`src/rtl/muldiv_pkg.sv`:
```
// Shared definitions for the iterative multiply/divide unit: op encoding, FSM states and
// counter sizing helper.
package muldiv_pkg;

  localparam logic [1:0] MD_MULT  = 2'b00;
  localparam logic [1:0] MD_MULTU = 2'b01;
  localparam logic [1:0] MD_DIV   = 2'b10;
  localparam logic [1:0] MD_DIVU  = 2'b11;

  typedef enum logic [1:0] {
    MD_IDLE,
    MD_RUN,
    MD_FIX
  } md_state_e;

  // Bits needed to hold an iteration count of n (counter loads n and counts down to 1).
  function automatic int unsigned cnt_width(input int unsigned n);
    return $clog2(n + 1);
  endfunction

endpackage

```
`src/rtl/muldiv_step.sv`:
```
// Combinational core: STEPS_PER_CYCLE chained shift-add (multiply) or restoring-subtract
// (divide) iterations on the {hi, lo} accumulator pair.
module muldiv_step #(
  parameter int unsigned WIDTH           = 32,
  parameter int unsigned STEPS_PER_CYCLE = 1
) (
  input  logic             is_div_i,
  input  logic [WIDTH-1:0] b_i,
  input  logic [WIDTH-1:0] hi_i,
  input  logic [WIDTH-1:0] lo_i,
  output logic [WIDTH-1:0] hi_o,
  output logic [WIDTH-1:0] lo_o
);

  logic [WIDTH-1:0] hi_s [STEPS_PER_CYCLE+1];
  logic [WIDTH-1:0] lo_s [STEPS_PER_CYCLE+1];

  assign hi_s[0] = hi_i;
  assign lo_s[0] = lo_i;

  for (genvar i = 0; i < STEPS_PER_CYCLE; i++) begin : g_step
    logic [WIDTH:0]   sum;
    logic [WIDTH:0]   sh;
    logic [WIDTH-1:0] diff;
    logic             ge;

    // Multiply: conditionally add multiplicand into hi, then shift {carry, hi, lo} right.
    assign sum  = {1'b0, hi_s[i]} + (lo_s[i][0] ? {1'b0, b_i} : '0);
    // Divide: shift next dividend bit into the remainder; the difference fits WIDTH bits
    // whenever it is kept, since the remainder always stays below the divisor.
    assign sh   = {hi_s[i], lo_s[i][WIDTH-1]};
    assign ge   = sh >= {1'b0, b_i};
    assign diff = sh[WIDTH-1:0] - b_i;

    assign hi_s[i+1] = is_div_i ? (ge ? diff : sh[WIDTH-1:0]) : sum[WIDTH:1];
    assign lo_s[i+1] = is_div_i ? {lo_s[i][WIDTH-2:0], ge} : {sum[0], lo_s[i][WIDTH-1:1]};
  end

  assign hi_o = hi_s[STEPS_PER_CYCLE];
  assign lo_o = lo_s[STEPS_PER_CYCLE];

endmodule

```
`src/rtl/muldiv_hilo_unit.sv`:
```
// Iterative MULT/MULTU/DIV/DIVU engine owning the HI/LO register pair; works on operand
// magnitudes and applies sign correction in a final FIX cycle.
module muldiv_hilo_unit
  import muldiv_pkg::*;
#(
  parameter int unsigned WIDTH           = 32,
  parameter int unsigned STEPS_PER_CYCLE = 1
) (
  input  logic             clk_i,
  input  logic             reset_i,
  input  logic             start_i,
  input  logic [1:0]       op_i,
  input  logic [WIDTH-1:0] srca_i,
  input  logic [WIDTH-1:0] srcb_i,
  input  logic             flush_i,
  input  logic             mthi_i,
  input  logic             mtlo_i,
  input  logic [WIDTH-1:0] mtdata_i,
  output logic             busy_o,
  output logic             done_o,
  output logic             div_zero_o,
  output logic [WIDTH-1:0] hi_o,
  output logic [WIDTH-1:0] lo_o
);

  localparam int unsigned N    = WIDTH / STEPS_PER_CYCLE;
  localparam int unsigned CntW = cnt_width(N);

  md_state_e        state_q, state_d;
  logic [CntW-1:0]  cnt_q, cnt_d;
  logic             is_div_q, is_div_d;
  logic             sign_a_q, sign_a_d;
  logic             sign_b_q, sign_b_d;
  logic             b_zero_q, b_zero_d;
  logic [WIDTH-1:0] acc_hi_q, acc_hi_d;
  logic [WIDTH-1:0] acc_lo_q, acc_lo_d;
  logic [WIDTH-1:0] b_q, b_d;
  logic [WIDTH-1:0] hi_q, hi_d;
  logic [WIDTH-1:0] lo_q, lo_d;
  logic             busy_q, busy_d;
  logic             done_q, done_d;
  logic             dz_q, dz_d;

  logic [WIDTH-1:0]   step_hi, step_lo;
  logic               signed_op, a_neg, b_neg, abort;
  logic [2*WIDTH-1:0] prod, prod_fix;
  logic [WIDTH-1:0]   quo_fix, rem_fix;

  muldiv_step #(
    .WIDTH           (WIDTH),
    .STEPS_PER_CYCLE (STEPS_PER_CYCLE)
  ) u_step (
    .is_div_i (is_div_q),
    .b_i      (b_q),
    .hi_i     (acc_hi_q),
    .lo_i     (acc_lo_q),
    .hi_o     (step_hi),
    .lo_o     (step_lo)
  );

  assign signed_op = ~op_i[0];
  assign a_neg     = signed_op & srca_i[WIDTH-1];
  assign b_neg     = signed_op & srcb_i[WIDTH-1];
  assign abort     = flush_i | mthi_i | mtlo_i;

  // Sign flags are only ever set for signed ops, so unsigned results pass through untouched.
  assign prod     = {acc_hi_q, acc_lo_q};
  assign prod_fix = (sign_a_q ^ sign_b_q) ? -prod : prod;
  assign quo_fix  = b_zero_q ? '1 : ((sign_a_q ^ sign_b_q) ? -acc_lo_q : acc_lo_q);
  assign rem_fix  = sign_a_q ? -acc_hi_q : acc_hi_q;

  always_comb begin
    state_d  = state_q;
    cnt_d    = cnt_q;
    is_div_d = is_div_q;
    sign_a_d = sign_a_q;
    sign_b_d = sign_b_q;
    b_zero_d = b_zero_q;
    acc_hi_d = acc_hi_q;
    acc_lo_d = acc_lo_q;
    b_d      = b_q;
    hi_d     = hi_q;
    lo_d     = lo_q;
    done_d   = 1'b0;
    dz_d     = 1'b0;

    unique case (state_q)
      MD_IDLE: begin
        if (start_i && !flush_i) begin
          state_d  = MD_RUN;
          cnt_d    = CntW'(N);
          is_div_d = op_i[1];
          sign_a_d = a_neg;
          sign_b_d = b_neg;
          b_zero_d = (srcb_i == '0);
          acc_hi_d = '0;
          acc_lo_d = a_neg ? -srca_i : srca_i;
          b_d      = b_neg ? -srcb_i : srcb_i;
        end
      end
      MD_RUN: begin
        if (abort) begin
          state_d = MD_IDLE;
        end else begin
          acc_hi_d = step_hi;
          acc_lo_d = step_lo;
          cnt_d    = cnt_q - CntW'(1);
          if (cnt_q == CntW'(1)) state_d = MD_FIX;
        end
      end
      MD_FIX: begin
        state_d = MD_IDLE;
        if (!abort) begin
          done_d = 1'b1;
          if (is_div_q) begin
            hi_d = rem_fix;
            lo_d = quo_fix;
            dz_d = b_zero_q;
          end else begin
            hi_d = prod_fix[2*WIDTH-1:WIDTH];
            lo_d = prod_fix[WIDTH-1:0];
          end
        end
      end
      default: state_d = MD_IDLE;
    endcase

    if (mthi_i) hi_d = mtdata_i;
    if (mtlo_i) lo_d = mtdata_i;

    busy_d = (state_d != MD_IDLE);
  end

  always_ff @(posedge clk_i or posedge reset_i) begin
    if (reset_i) begin
      state_q  <= MD_IDLE;
      cnt_q    <= '0;
      is_div_q <= 1'b0;
      sign_a_q <= 1'b0;
      sign_b_q <= 1'b0;
      b_zero_q <= 1'b0;
      acc_hi_q <= '0;
      acc_lo_q <= '0;
      b_q      <= '0;
      hi_q     <= '0;
      lo_q     <= '0;
      busy_q   <= 1'b0;
      done_q   <= 1'b0;
      dz_q     <= 1'b0;
    end else begin
      state_q  <= state_d;
      cnt_q    <= cnt_d;
      is_div_q <= is_div_d;
      sign_a_q <= sign_a_d;
      sign_b_q <= sign_b_d;
      b_zero_q <= b_zero_d;
      acc_hi_q <= acc_hi_d;
      acc_lo_q <= acc_lo_d;
      b_q      <= b_d;
      hi_q     <= hi_d;
      lo_q     <= lo_d;
      busy_q   <= busy_d;
      done_q   <= done_d;
      dz_q     <= dz_d;
    end
  end

  assign busy_o     = busy_q;
  assign done_o     = done_q;
  assign div_zero_o = dz_q;
  assign hi_o       = hi_q;
  assign lo_o       = lo_q;

endmodule

```
`config.mk`:
```
export PLATFORM = sky130hd
export DESIGN_NAME = muldiv_hilo_unit
export DESIGN_NICKNAME = d
export VERILOG_FILES = /design/src/rtl/muldiv_pkg.sv /design/src/rtl/muldiv_step.sv /design/src/rtl/muldiv_hilo_unit.sv
export SDC_FILE = /design/constraint.sdc
export NUM_CORES = 1
export LEC_CHECK = 0
export ABC_AREA = 1
export CORE_MARGIN = 2
export CORE_UTILIZATION = 59
export DETAILED_ROUTE_END_ITERATION = 10
export PLACE_DENSITY_LB_ADDON = 0.25
export SYNTH_ARGS = -nofsm -noshare
export SYNTH_HDL_FRONTEND = slang
export SYNTH_SLANG_ARGS = --single-unit
```
`constraint.sdc`:
```
create_clock -name clk_i -period 6.6 [get_ports clk_i]
set_clock_uncertainty 0.1 [all_clocks]
set_input_delay 0.66 -clock clk_i [delete_from_list [all_inputs] [get_ports clk_i]]
set_output_delay 0.66 -clock clk_i [all_outputs]
set_load 0.03 [all_outputs]
```
# Word level (Yosys, flattened, before mapping)

Cells that the tools add are included.

Flip-flop bits (word level): 175
Input port bits: 104
Output and inout port bits: 67
Word-level logic and storage cells: 84

Add/sub/neg operators: 8
$lt $le $gt $ge: 1
Equality and inequality tests: 7
Muxes and demuxes: 36
Bitwise gates (word level): 6
Reduce and logical (&&, ||, !) cells: 12

Operators by type and width:

| kind                                                               | number |
|---|---|
| 32-bit 2-to-1 mux                                                  | 21 |
| 32-bit negator                                                     | 4 |
| 32-bit one-hot mux with 2 select lines                             | 2 |
| 64-bit 2-to-1 mux                                                  | 1 |
| 64-bit negator                                                     | 1 |
| 32-bit by 33-bit adder with 33-bit output                          | 1 |
| 33-bit by 32-bit greater-or-equal comparator with 1-bit output     | 1 |
| 32-bit zero test                                                   | 1 |
| 32-bit subtractor                                                  | 1 |
| 6-bit 2-to-1 mux                                                   | 2 |
| 6-bit one-hot mux with 2 select lines                              | 1 |
| 2-bit inequality test, second input constant                       | 4 |
| 2-bit nonzero test                                                 | 4 |
| 6-bit by 1-bit == test with 1-bit output, second input constant    | 1 |
| 2-bit 2-to-1 mux                                                   | 3 |
| 2-bit AND reduction                                                | 3 |
| 6-bit by 1-bit subtractor with 6-bit output, second input constant | 1 |
| 1-bit 2-to-1 mux                                                   | 5 |
| 2-bit one-hot mux with 2 select lines                              | 1 |
| 3-bit AND reduction                                                | 1 |
| 1-bit AND                                                          | 2 |
| 2-bit by 1-bit == test with 1-bit output, second input constant    | 1 |
| 2-bit == test, second input constant                               | 1 |
| 2-bit zero test                                                    | 1 |
| 5 further kinds                                                    | 6 |

# Longest topological paths before layout

Depth after elaboration: 7
Gate-level depth with buffers: 22
Depth with buffers taken out: 20

# Cells and area by module

Synthesis repeated with hierarchy kept, for this count alone.

Cells, all modules: 3081
Area, all modules: 18027.3 um2

Modules (own cells, without submodules):

| module           | times used | cells each | area each (um2) | seq. area each (um2) |
|---|---|---|---|---|
| muldiv_hilo_unit | 1          | 1801       | 11798.8         | 4379.2 |
| muldiv_step      | 1          | 1280       | 6228.5          | 0.0 |

# Worst setup path before layout

OpenSTA, ideal clock, no wires.

Path kind: register -> register
Start point: reg acc_lo_q[0]
End point: reg acc_hi_q[29]
Setup time: 116 ps
Arrival time: 2470 ps
Required time: 6384 ps
Setup slack: 3914 ps
Cell stages (with the launch flop): 22
Path buffers: 2
Clock period less this slack: 2686 ps
Cell sequence: dfrtp_1 > buf_2 > clkbuf_1 > nand2_1 > inv_1 > ha_1 > inv_1 > fa_1 > inv_1 > nand2_1 > o21ai_1 > nand2_1 > nand2_1 > nand2_1 > nand2_1 > nand2_1 > nand3_1 > nand3_1 > nand2_1 > inv_1 > nand2_1 > nand2_1

Cells in the longest elaborated chain, start to end: 5

RTL lines:

| item                                      | RTL line                | source |
|---|---|---|
| from (decl)                               | muldiv_hilo_unit.sv:36  | `logic [WIDTH-1:0] acc_lo_q, acc_lo_d;` |
| from (signal assigned)                    | muldiv_hilo_unit.sv:158 | `acc_lo_q <= acc_lo_d;` |
| 32-bit 2-to-1 mux                         | muldiv_step.sv:28       | `assign sum = {1'b0, hi_s[i]} + (lo_s[i][0] ? {1'b0, b_i} : '0);` |
| 32-bit by 33-bit adder with 33-bit output | muldiv_step.sv:28       |  |
| 32-bit 2-to-1 mux                         | muldiv_step.sv:35       | `assign hi_s[i+1] = is_div_i ? (ge ? diff : sh[WIDTH-1:0]) : sum[WIDTH:1];` |
| 32-bit 2-to-1 mux                         | muldiv_hilo_unit.sv:102 | `if (abort) begin` |
| 32-bit one-hot mux with 2 select lines    | muldiv_hilo_unit.sv:87  | `unique case (state_q)` |
| to (signal assigned)                      | muldiv_hilo_unit.sv:157 | `acc_hi_q <= acc_hi_d;` |
| to (decl)                                 | muldiv_hilo_unit.sv:35  | `logic [WIDTH-1:0] acc_hi_q, acc_hi_d;` |

No other way between the ends. The select of a mux whose other input is x is not followed.
A chain may end at the register's enable or synchronous reset.

# Worst setup path after layout

Start point: in mtlo_i
End point: reg acc_lo_q[14]

Cells in the longest elaborated chain, start to end: 3

RTL lines:

| item                            | RTL line               | source |
|---|---|---|
| from (decl)                     | muldiv_hilo_unit.sv:17 | `input logic mtlo_i,` |
| 1-bit OR                        | muldiv_hilo_unit.sv:64 | `assign abort = flush_i \| mthi_i \| mtlo_i;` |
| 2-bit inequality test (no line) | -                      |  |
| 3-bit AND reduction (no line)   | -                      |  |

No other way between the ends.

==> run metrics <==
DIE HEIGHT 174.7 µm; initial antenna violation count 1; HPWL Detailed 52380 µm; CP delay by family, top buffers and inverters; number of warnings issued by yosys 0; Slew headroom 0.1566; die width 174.7 µm; row cnt 62; nets@finish 3184; worst hold endpoint cnt_q[5]$_DFFE_PP0P_; asr flop ratio synth 1.000; clk sinks 175; hold path cells 2; power per cell area 253.3 nW/µm²; Setup Viol. Count Final 0; GP Congestion 1.043; total net switching power 0.002395 W; Crit. path cell count 10; WL per Instance 19.92 µm; status complete, no violations; Syn Area/Cell 5.950 µm²; Compound-Gate Fraction of Synth Area 0.1482; Primary FF master, synth dfrtp_1; CP Class in -> reg; Port Buf Inserts 170; VDD IR max 0.2073 mV; vias in the first global route 19.58k; Seq pwr share 0.298; final instance area 19740 µm²; gr usage total 0.4437; Non-Filler Instances 3407; CP max-delay cell nor2_4; Worst Tran Pin Value 1264 ps; LEAKAGE 10.36 nW; gr ovfl total 0; CP Launch Type input port; R2R Setup Slk 2220 ps; required time worst endpoint 6820 ps; critical path cell sequence clkdlybuf4s50_1 > clkinv_1 > nand2_1 > nor2_2 > buf_4 > nor2_4 > inv_2 > buf_4 > nor2_1 > a31oi_1; largest family of logic cells by synthesized area simple AND/OR/NAND/NOR gates; CP endpoint kind flip-flop; CTS tree done; Final Critical Period 4409 ps; final core utilization 0.6878; crit-path most repeated cell buf_4; multiplexer share of the synthesized area 0; most frequent cells in the layout nand2_1, inv_1, nor2_1; sequential element share of the synthesized area 0.2547; # DRC 0; Setup TNS Final 0 ps; Final period util 0.6681; Peak Freq 226.8 MHz; cts hold-fix bufs 0; Worst R2R End acc_lo_q[8]$_DFFE_PP0P_; Initial Utilization 0.5991; drt via density 6.040; Net Sw Frac 0.4791; clock buffer depth 2; Post-Synth Adder-Cell Area 0.05326; Hold Crit Class reg -> reg; post-synthesis simple-gate area fraction 0.3906; PnR worst setup slack 2191 ps; WP buf/inv 5; Antenna Nets Post-Route 0; xor/xnor share of the synthesized area 0.03413; Reg clk slew, reported paths 70 ps; number of H-tree levels 4; first-pass GRT wire length 105000 µm; count of final hold-check violations 0; routed wire length 67870 µm; 1st-pass router iterations 8; FF-to-FF path depth 9; die area 30530 µm²; Netlist cell types 48; combinational cell fraction of total power 0.478; CTS resizes 0; largest net degree at the start of global routing 84; Pint 0.002604 W; via count 20.58k; area grow syn2layout 14.80%; CP arrival 4630 ps; Place WS 1989 ps; Post-synth EDFFs 0; CTS buffer count 17; Hold Path Origin cnt_q[5]$_DFFE_PP0P_; Post-CTS Setup Bufs 0; post-synthesis register bit count 175; syn nets 3066; I/O pins 171; RSZ-0062 raised after global routing false; commonest non-fill, non-tap cell in the layout nand2_1; Mapped Area 17200 µm²; share of cells above drive strength 1 0.04071; drt initial violations 2940; number of max-cap violations 0; FF-to-FF Start state_q[1]$_DFF_PP0_; Final Slew Violations 0; CTS root buffer clkbuf_16; clock power share 0.224; Slowest Stage Delay on Critical Path 960 ps; synthesized instance count 2890; core area 28700 µm²; worst-path fanout max 50; Placed Area 19110 µm²; clk_lat worst skew 470 ps; Placed Cells 3373
[final cells by class]
class | count | area, µm²
timing repair buffer | 184 | 1807
fill | 2567 | 8962
multi-input combinational | 2189 | 10780
clock inverter | 15 | 198.9
tap | 384 | 480.5
antenna | 2 | 5.005
inverter | 441 | 1660
sequential | 175 | 4380
clock buffer | 17 | 425.4
[synthesized netlist by cell type (24+ instances only)]
master | count | area share
nor3_1 | 24 | 0.0070
nand2_1 | 910 | 0.20
clkbuf_1 | 55 | 0.012
inv_1 | 427 | 0.093
o21ai_0 | 174 | 0.051
a22oi_1 | 32 | 0.014
o21ai_1 | 39 | 0.011
nand4_1 | 40 | 0.015
dfrtp_1 | 175 | 0.25
xor2_1 | 58 | 0.030
ha_1 | 70 | 0.051
nand3_1 | 223 | 0.065
a21oi_1 | 132 | 0.038
nor2_1 | 309 | 0.067
[logic make-up after synthesis]
kind of cell	Yosys count
xor gates and xnor gates	67
DFF	175
AOI/OAI and AO/OA	456
adders and majority gates	72
and+or+nand+nor	1594
buffers and inverters	526
[flip-flops by register name, summed over array words and instances, names as in the netlist]
| register | count |
|---|---|
| sign_a_q | 1 |
| is_div_q | 1 |
| div_zero_o | 1 |
| lo_o | 32 |
| acc_hi_q | 32 |
| hi_o | 32 |
| acc_lo_q | 32 |
| sign_b_q | 1 |
| cnt_q | 6 |
| done_o | 1 |
| b_q | 32 |
| busy_o | 1 |
| b_zero_q | 1 |
| state_q | 2 |
[layer usage]
| metal | share of wire | vias to the layer above | track usage | wire [µm] |
|---|---|---|---|---|
| met5 | 0 | - | 0 | 0 |
| met1 | 0.35 | 9397 | 0.5024 | 23850 |
| met2 | 0.47 | 1355 | 0.7449 | 31600 |
| met4 | 0.083 | 0 | 0.3194 | 5612 |
| met3 | 0.10 | 336 | 0.09160 | 6803 |
| li1 | - | 9491 | - | - |
[how the worst max path moves through the flow]
stage / end / start / slack (ps)
floorplan: acc_hi_q[0]$_DFFE_PP0P_ / reset_i / 1090
global placement: acc_lo_q[6]$_DFFE_PP0P_ / mtlo_i / 2160
detailed placement: acc_lo_q[22]$_DFFE_PP0P_ / mtlo_i / 1990
CTS: acc_lo_q[26]$_DFFE_PP0P_ / state_q[1]$_DFF_PP0_ / 2400
global route: acc_lo_q[5]$_DFFE_PP0P_ / state_q[1]$_DFF_PP0_ / 1870
finish: acc_lo_q[14]$_DFFE_PP0P_ / mtlo_i / 2190
[worst min-delay path: stages (launching register included)]
cell     delay (ps)
dfrtp_1         340
o21ai_1          60
nand3_1          50
[stage by stage]
| step | power (W) | hold slack (ps) |
|---|---|---|
| floorplan | 0.002971 | 352.0 |
| global placement | 0.003736 | 364.3 |
| detailed placement | 0.003788 | 373.6 |
| CTS | 0.004899 | 392.0 |
| global route | 0.005257 | 422.0 |
| finish | 0.004999 | 390.5 |
[power by group through the flow]
stage / sequential, W / combinational, W / clock [W]
5_1_grt: 0.00150 / 0.00261 / 0.00115
4_1_cts: 0.00147 / 0.00232 / 0.00111
6_report: 0.00149 / 0.00239 / 0.00112
2_1_floorplan: 0.00149 / 0.00148 / 0
3_3_place_gp: 0.00149 / 0.00225 / 0
3_5_place_dp: 0.00149 / 0.00230 / 0
Power figures use the tool's default switching activity.
